<file path="config.mk">
export PLATFORM = sky130hd
export DESIGN_NAME = io_output_drain
export DESIGN_NICKNAME = d
export VERILOG_FILES = /design/src/rtl/io_output_drain.sv
export SDC_FILE = /design/constraint.sdc
export NUM_CORES = 1
export LEC_CHECK = 0
export CAP_MARGIN = 25
export CORE_UTILIZATION = 65
export CTS_CLUSTER_SIZE = 30
export DETAILED_ROUTE_END_ITERATION = 8
export PLACE_DENSITY = 0.85
export SKIP_CTS_REPAIR_TIMING = 1
export SYNTH_ARGS = -nofsm -noshare
export SYNTH_HDL_FRONTEND = slang
export SYNTH_SLANG_ARGS = --single-unit
export TNS_END_PERCENT = 100
</file>
<file path="constraint.sdc">
create_clock -name clock -period 6.4 [get_ports clock]
set_clock_uncertainty 0.2 [all_clocks]
set_input_delay 1.28 -clock clock [delete_from_list [all_inputs] [get_ports clock]]
set_output_delay 1.28 -clock clock [all_outputs]
set_load 0.05 [all_outputs]
</file>
<file path="src/rtl/io_output_drain.sv">
`default_nettype none
// ============================================================================
// Module   : io_output_drain
// Purpose  : Captures the CPU write-back IO word stream (ioValid strobe plus
//            ioData bus) into a small FIFO so the CPU never stalls on IO. Each
//            word is zero-extended to 32 bits and sent MSB first as four bytes
//            on a valid/ready byte port that feeds the UART/display sink.
// Ports    : clock      - system clock, rising edge
//            reset      - asynchronous, active-low reset
//            ioValid    - one word per high cycle
//            ioData     - CPU IO word, sampled while ioValid=1
//            byteReady  - sink accepts byteData this cycle
//            byteValid  - byteData holds a valid byte
//            byteData   - current byte, 0 whenever byteValid=0
//            fifoCount  - words waiting in the FIFO (excludes the word in the shifter)
//            overflow   - sticky, set when a word was dropped on a full FIFO
//            busy       - serialiser active or FIFO not empty
// Revision : 1.0 - initial release
// ============================================================================
module io_output_drain #(
  parameter int DATAWIDTH = 25,
  parameter int DEPTH     = 8,
  parameter int ADDRW     = 3
) (
  input  logic                 clock,
  input  logic                 reset,
  input  logic                 ioValid,
  input  logic [DATAWIDTH-1:0] ioData,
  input  logic                 byteReady,
  output logic                 byteValid,
  output logic [7:0]           byteData,
  output logic [ADDRW:0]       fifoCount,
  output logic                 overflow,
  output logic                 busy
);

  typedef enum logic [0:0] {
    IDLE = 1'b0,
    SEND = 1'b1
  } state_t;

  localparam logic [ADDRW:0] c_full = (ADDRW+1)'(DEPTH);

  logic [DATAWIDTH-1:0] r_mem [DEPTH];
  logic [ADDRW-1:0]     r_wr_ptr;
  logic [ADDRW-1:0]     r_rd_ptr;
  logic [ADDRW:0]       r_count;
  logic                 r_overflow;
  state_t               r_state;
  state_t               w_state_next;
  logic [31:0]          r_shreg;
  logic [1:0]           r_byte_idx;

  logic w_full;
  logic w_push;
  logic w_pop;
  logic w_shift;

  // Fullness is judged on the registered count only: a pop on the same edge
  // does not make room for an incoming word.
  assign w_full  = (r_count == c_full);
  assign w_push  = ioValid && !w_full;
  assign w_pop   = (r_state == IDLE) && (r_count != '0);
  assign w_shift = (r_state == SEND) && byteReady;

  // Storage array carries no reset; validity is tracked by the count.
  always_ff @(posedge clock) begin
    if (w_push) begin
      r_mem[r_wr_ptr] <= ioData;
    end
  end

  // Pointers wrap naturally because DEPTH is a power of two.
  always_ff @(posedge clock or negedge reset) begin
    if (!reset) begin
      r_wr_ptr   <= '0;
      r_rd_ptr   <= '0;
      r_count    <= '0;
      r_overflow <= 1'b0;
    end else begin
      if (w_push) begin
        r_wr_ptr <= r_wr_ptr + 1'b1;
      end
      if (w_pop) begin
        r_rd_ptr <= r_rd_ptr + 1'b1;
      end
      if (w_push && !w_pop) begin
        r_count <= r_count + 1'b1;
      end else if (!w_push && w_pop) begin
        r_count <= r_count - 1'b1;
      end
      if (ioValid && w_full) begin
        r_overflow <= 1'b1;
      end
    end
  end

  always_ff @(posedge clock or negedge reset) begin
    if (!reset) begin
      r_state <= IDLE;
    end else begin
      r_state <= w_state_next;
    end
  end

  always_comb begin
    w_state_next = r_state;
    case (r_state)
      IDLE: begin
        if (r_count != '0) begin
          w_state_next = SEND;
        end
      end
      SEND: begin
        if (byteReady && (r_byte_idx == 2'd3)) begin
          w_state_next = IDLE;
        end
      end
      default: w_state_next = IDLE;
    endcase
  end

  // Shifter: loaded with the zero-extended head word on a pop, shifted left
  // one byte per accepted byte so the outgoing byte is always the top one.
  always_ff @(posedge clock or negedge reset) begin
    if (!reset) begin
      r_shreg    <= '0;
      r_byte_idx <= '0;
    end else if (w_pop) begin
      r_shreg    <= 32'(r_mem[r_rd_ptr]);
      r_byte_idx <= '0;
    end else if (w_shift) begin
      r_shreg    <= {r_shreg[23:0], 8'h00};
      r_byte_idx <= r_byte_idx + 1'b1;
    end
  end

  assign byteValid = (r_state == SEND);
  assign byteData  = byteValid ? r_shreg[31:24] : 8'h00;
  assign fifoCount = r_count;
  assign overflow  = r_overflow;
  assign busy      = (r_state != IDLE) || (r_count != '0);

endmodule
`default_nettype wire

</file>
==> results_dict.tcl <==
set metrics [dict create \
    nets 698 \
    cts_tree "yes" \
    synthMuxAreaShare_pct 11.00 \
    portBuffers 43 \
    via_per_inst 6.313 \
    cts-root-buf "clkbuf_16" \
    synth_top_family_by_area "multiplexers" \
    synth_seq_area_share_pct 72.06 \
    grt_setup_unrepaired "false" \
    pwr-share-clk_pct 25.7 \
    core_um2 14700 \
    hold_viol 0 \
    tightest_slew_ns 1.044 \
    start_util_pct 67.57 \
    startpoint "fifoCount[0]$_DFFE_PN0P_" \
    critPathKind "flop to flop" \
    synthMostInstantiatedCell "edfxtp_1" \
    area_delta_synth_final_pct 13.54 \
    powerDensity_nw_per_um2 463.5 \
    cp_slowest_stage_delay_ns 0.80 \
    groute.usage.overall_pct 25.34 \
    syn_inst 613 \
    fmax_ghz 0.2670 \
    power_frac_comb_pct 30.9 \
    row_count 44 \
    drt_iter0_drc 451 \
    start_kind "flop" \
    crit_fanout 48 \
    cp_slowest_cell "nor2_4" \
    wl_per_cell_um 22.29 \
    hold_depth 1 \
    clk-insertion-delay-late_ns 0.50 \
    clk_pin_slew_ns 0.06 \
    synth_top_area_share_pct 60.47 \
    synthXorXnorAreaFrac_pct 0.5291 \
    htreeDepth 1 \
    yosys.area_share.simple_pct 4.812 \
    numCtsBuffers 25 \
    synth-edff-count 200 \
    post-place-ws_ns 2.382 \
    die-area_um2 15780 \
    synth_adder_area_share_pct 0.9574 \
    synth-compound-area-share_pct 8.025 \
    status "finished with violations" \
    drive_gt1_share_pct 15.91 \
    p_sw_mw 1.721 \
    yosys-top-cells-area "edfxtp_1, dfrtp_1, mux2i_1, mux2_2, nand2_1" \
    fin_crit_sh_pct 58.52 \
    die_h_um 125.6 \
    min_from "overflow$_DFFE_PN0P_" \
    antenna_cells 0 \
    synth.net_count 649 \
    peakVddDrop_mv 0.2628 \
    reg2reg_depth 9 \
    endpoint_kind "flop" \
    cp_top_family "simple AND/OR/NAND/NOR gates" \
    synth_area_per_cell_um2 16.20 \
    num-fill-cells 791 \
    drc_errors 5 \
    synthArstFlopShare_pct 18.70 \
    dieWidth_um 125.6 \
    place.gp.congestion 0.8123 \
    grt_pass1_wl_um 30060 \
    seqPwrFrac_pct 43.3 \
    synthesis.area_um2 9932 \
    power.leakage_nw 4.144 \
    cp.required_ns 6.57 \
    synth_seq_cells 246 \
    min_period_ns 3.746 \
    cp.arrival_ns 3.91 \
    cp_common_cell "ha_1" \
    worst_slack_ns 2.655 \
    slew_headroom_pct 30.24 \
    max-clock-path-buffers 3 \
    slew_viol_final 0 \
    setup_violations 0 \
    synthFlopType "edfxtp_1" \
    synth_common_cells "edfxtp_1, nand2_1, mux2i_1" \
    drt-total-wl_um 19230 \
    violations "design-rule violations" \
    detail-route-antenna-nets 0 \
    timing.setup.tns_ns 0 \
    firstDrtPassIters 7 \
    via_count 5448 \
    r2r-start "fifoCount[0]$_DFFE_PN0P_" \
    dp_hpwl_um 10780 \
    grt_overflow 0 \
    synth_cell_types 43 \
    grt_max_degree 72 \
    antenna_found_initial 0 \
    swShare_pct 32.92 \
    p_int_mw 3.506 \
    drv_cap 0 \
    cp_cell_sequence "nor4_2, nor2_4, inv_2, ha_1, inv_1, ha_1, a21o_1, a2111oi_0, o31ai_1" \
    yosys_warnings 0 \
    cts.sinks 246 \
    grt_pass1_vias 5459 \
    ioPinCount 44 \
    yosysTopAreaCell "edfxtp_1" \
    critical_path_buf_inv_count 2 \
    cp.depth 9 \
    hp-class "flop to flop" \
]
-- registers in the layout, summed over array words and instances (netlist names) --
name / count
byteValid: 1
r_wr_ptr: 3
r_byte_idx: 2
fifoCount: 4
r_shreg: 32
r_rd_ptr: 3
r_mem: 200
overflow: 1
-- cell type report --
type	count	area [um2]	share of cell area (%)
tap	184	230.2	2.041
clock inverter	12	103.9	0.9209
sequential	246	7161	63.50
multi-input combinational	331	2560	22.70
timing repair buffer	56	563.0	4.993
clock buffer	32	651.9	5.781
inverter	2	7.507	0.06657
-- through the flow --
step	util, %	cells	total power [mW]	area, um2	hold WS [ns]
floorplan	-	613	3.457	9932	0.2543
global placement	71.15	816	3.786	10460	0.2570
detailed placement	71.15	816	3.860	10460	0.2618
CTS	76.29	860	5.223	11210	0.2756
global route	76.72	863	5.452	11280	0.2854
finish	76.72	863	5.227	11280	0.2684
-- layer usage --
metal,up-vias,global-route usage [%],wire (um)
met2,239,40.95,9449
li1,2460,-,-
met3,48,4.545,1518
met5,-,0,0
met4,0,10.98,560
met1,2701,34.39,7706
-- final timing paths --
path	to	slack, ns
min	overflow$_DFFE_PN0P_	0.27
min reg2reg	overflow$_DFFE_PN0P_	0.27
max in group asynchronous	r_rd_ptr[0]$_DFFE_PN0N_	5.14
min in group asynchronous	fifoCount[1]$_DFFE_PN0P_	0.39
max reg2reg	fifoCount[3]$_DFFE_PN0P_	2.65
max	fifoCount[3]$_DFFE_PN0P_	2.65
-- cells in the final DEF, fill, tap and decap left out, types with 2 or more instances in the layout --
| cell | instances |
|---|---|
| nor2_2 | 6 |
| nor3_1 | 4 |
| clkbuf_16 | 25 |
| mux2i_1 | 54 |
| a221oi_1 | 11 |
| a21oi_1 | 18 |
| clkinv_1 | 5 |
| nand2b_1 | 5 |
| xnor2_1 | 5 |
| bufinv_16 | 2 |
| dfrtp_1 | 45 |
| clkdlybuf4s50_1 | 42 |
| nand3_1 | 9 |
| mux2_2 | 34 |
| o21ai_0 | 2 |
| o2111ai_1 | 3 |
| a21o_1 | 18 |
| o22ai_1 | 17 |
| nor2_4 | 2 |
| nor3_2 | 2 |
| mux2_1 | 15 |
| a22oi_2 | 5 |
| o221ai_1 | 5 |
| ha_1 | 6 |
| clkbuf_1 | 7 |
| buf_4 | 10 |
| a22oi_1 | 3 |
| clkinv_2 | 5 |
| o21ai_1 | 14 |
| and2_1 | 9 |
| a221oi_2 | 6 |
| edfxtp_1 | 200 |
| nand2_1 | 67 |
-- logic make-up after synthesis --
family                   Yosys count
AO/OA/AOI/OAI                    107
XOR/XNOR                           6
adder cells (fa/ha/maj)            7
buffers and inverters             36
flip-flops                       246
multiplexers                     103
AND/OR/NAND/NOR                  108
-- power by group through the flow --
stage                     registers [mW]  clock network, mW  logic [mW]
after floorplan                     2.27                  0        1.19
after global placement              2.34                  0        1.45
after detailed placement            2.36                  0        1.50
after CTS                           2.33               1.37        1.52
after global routing                2.30               1.42        1.73
final                               2.27               1.35        1.62
Power figures use the tool's default switching activity.
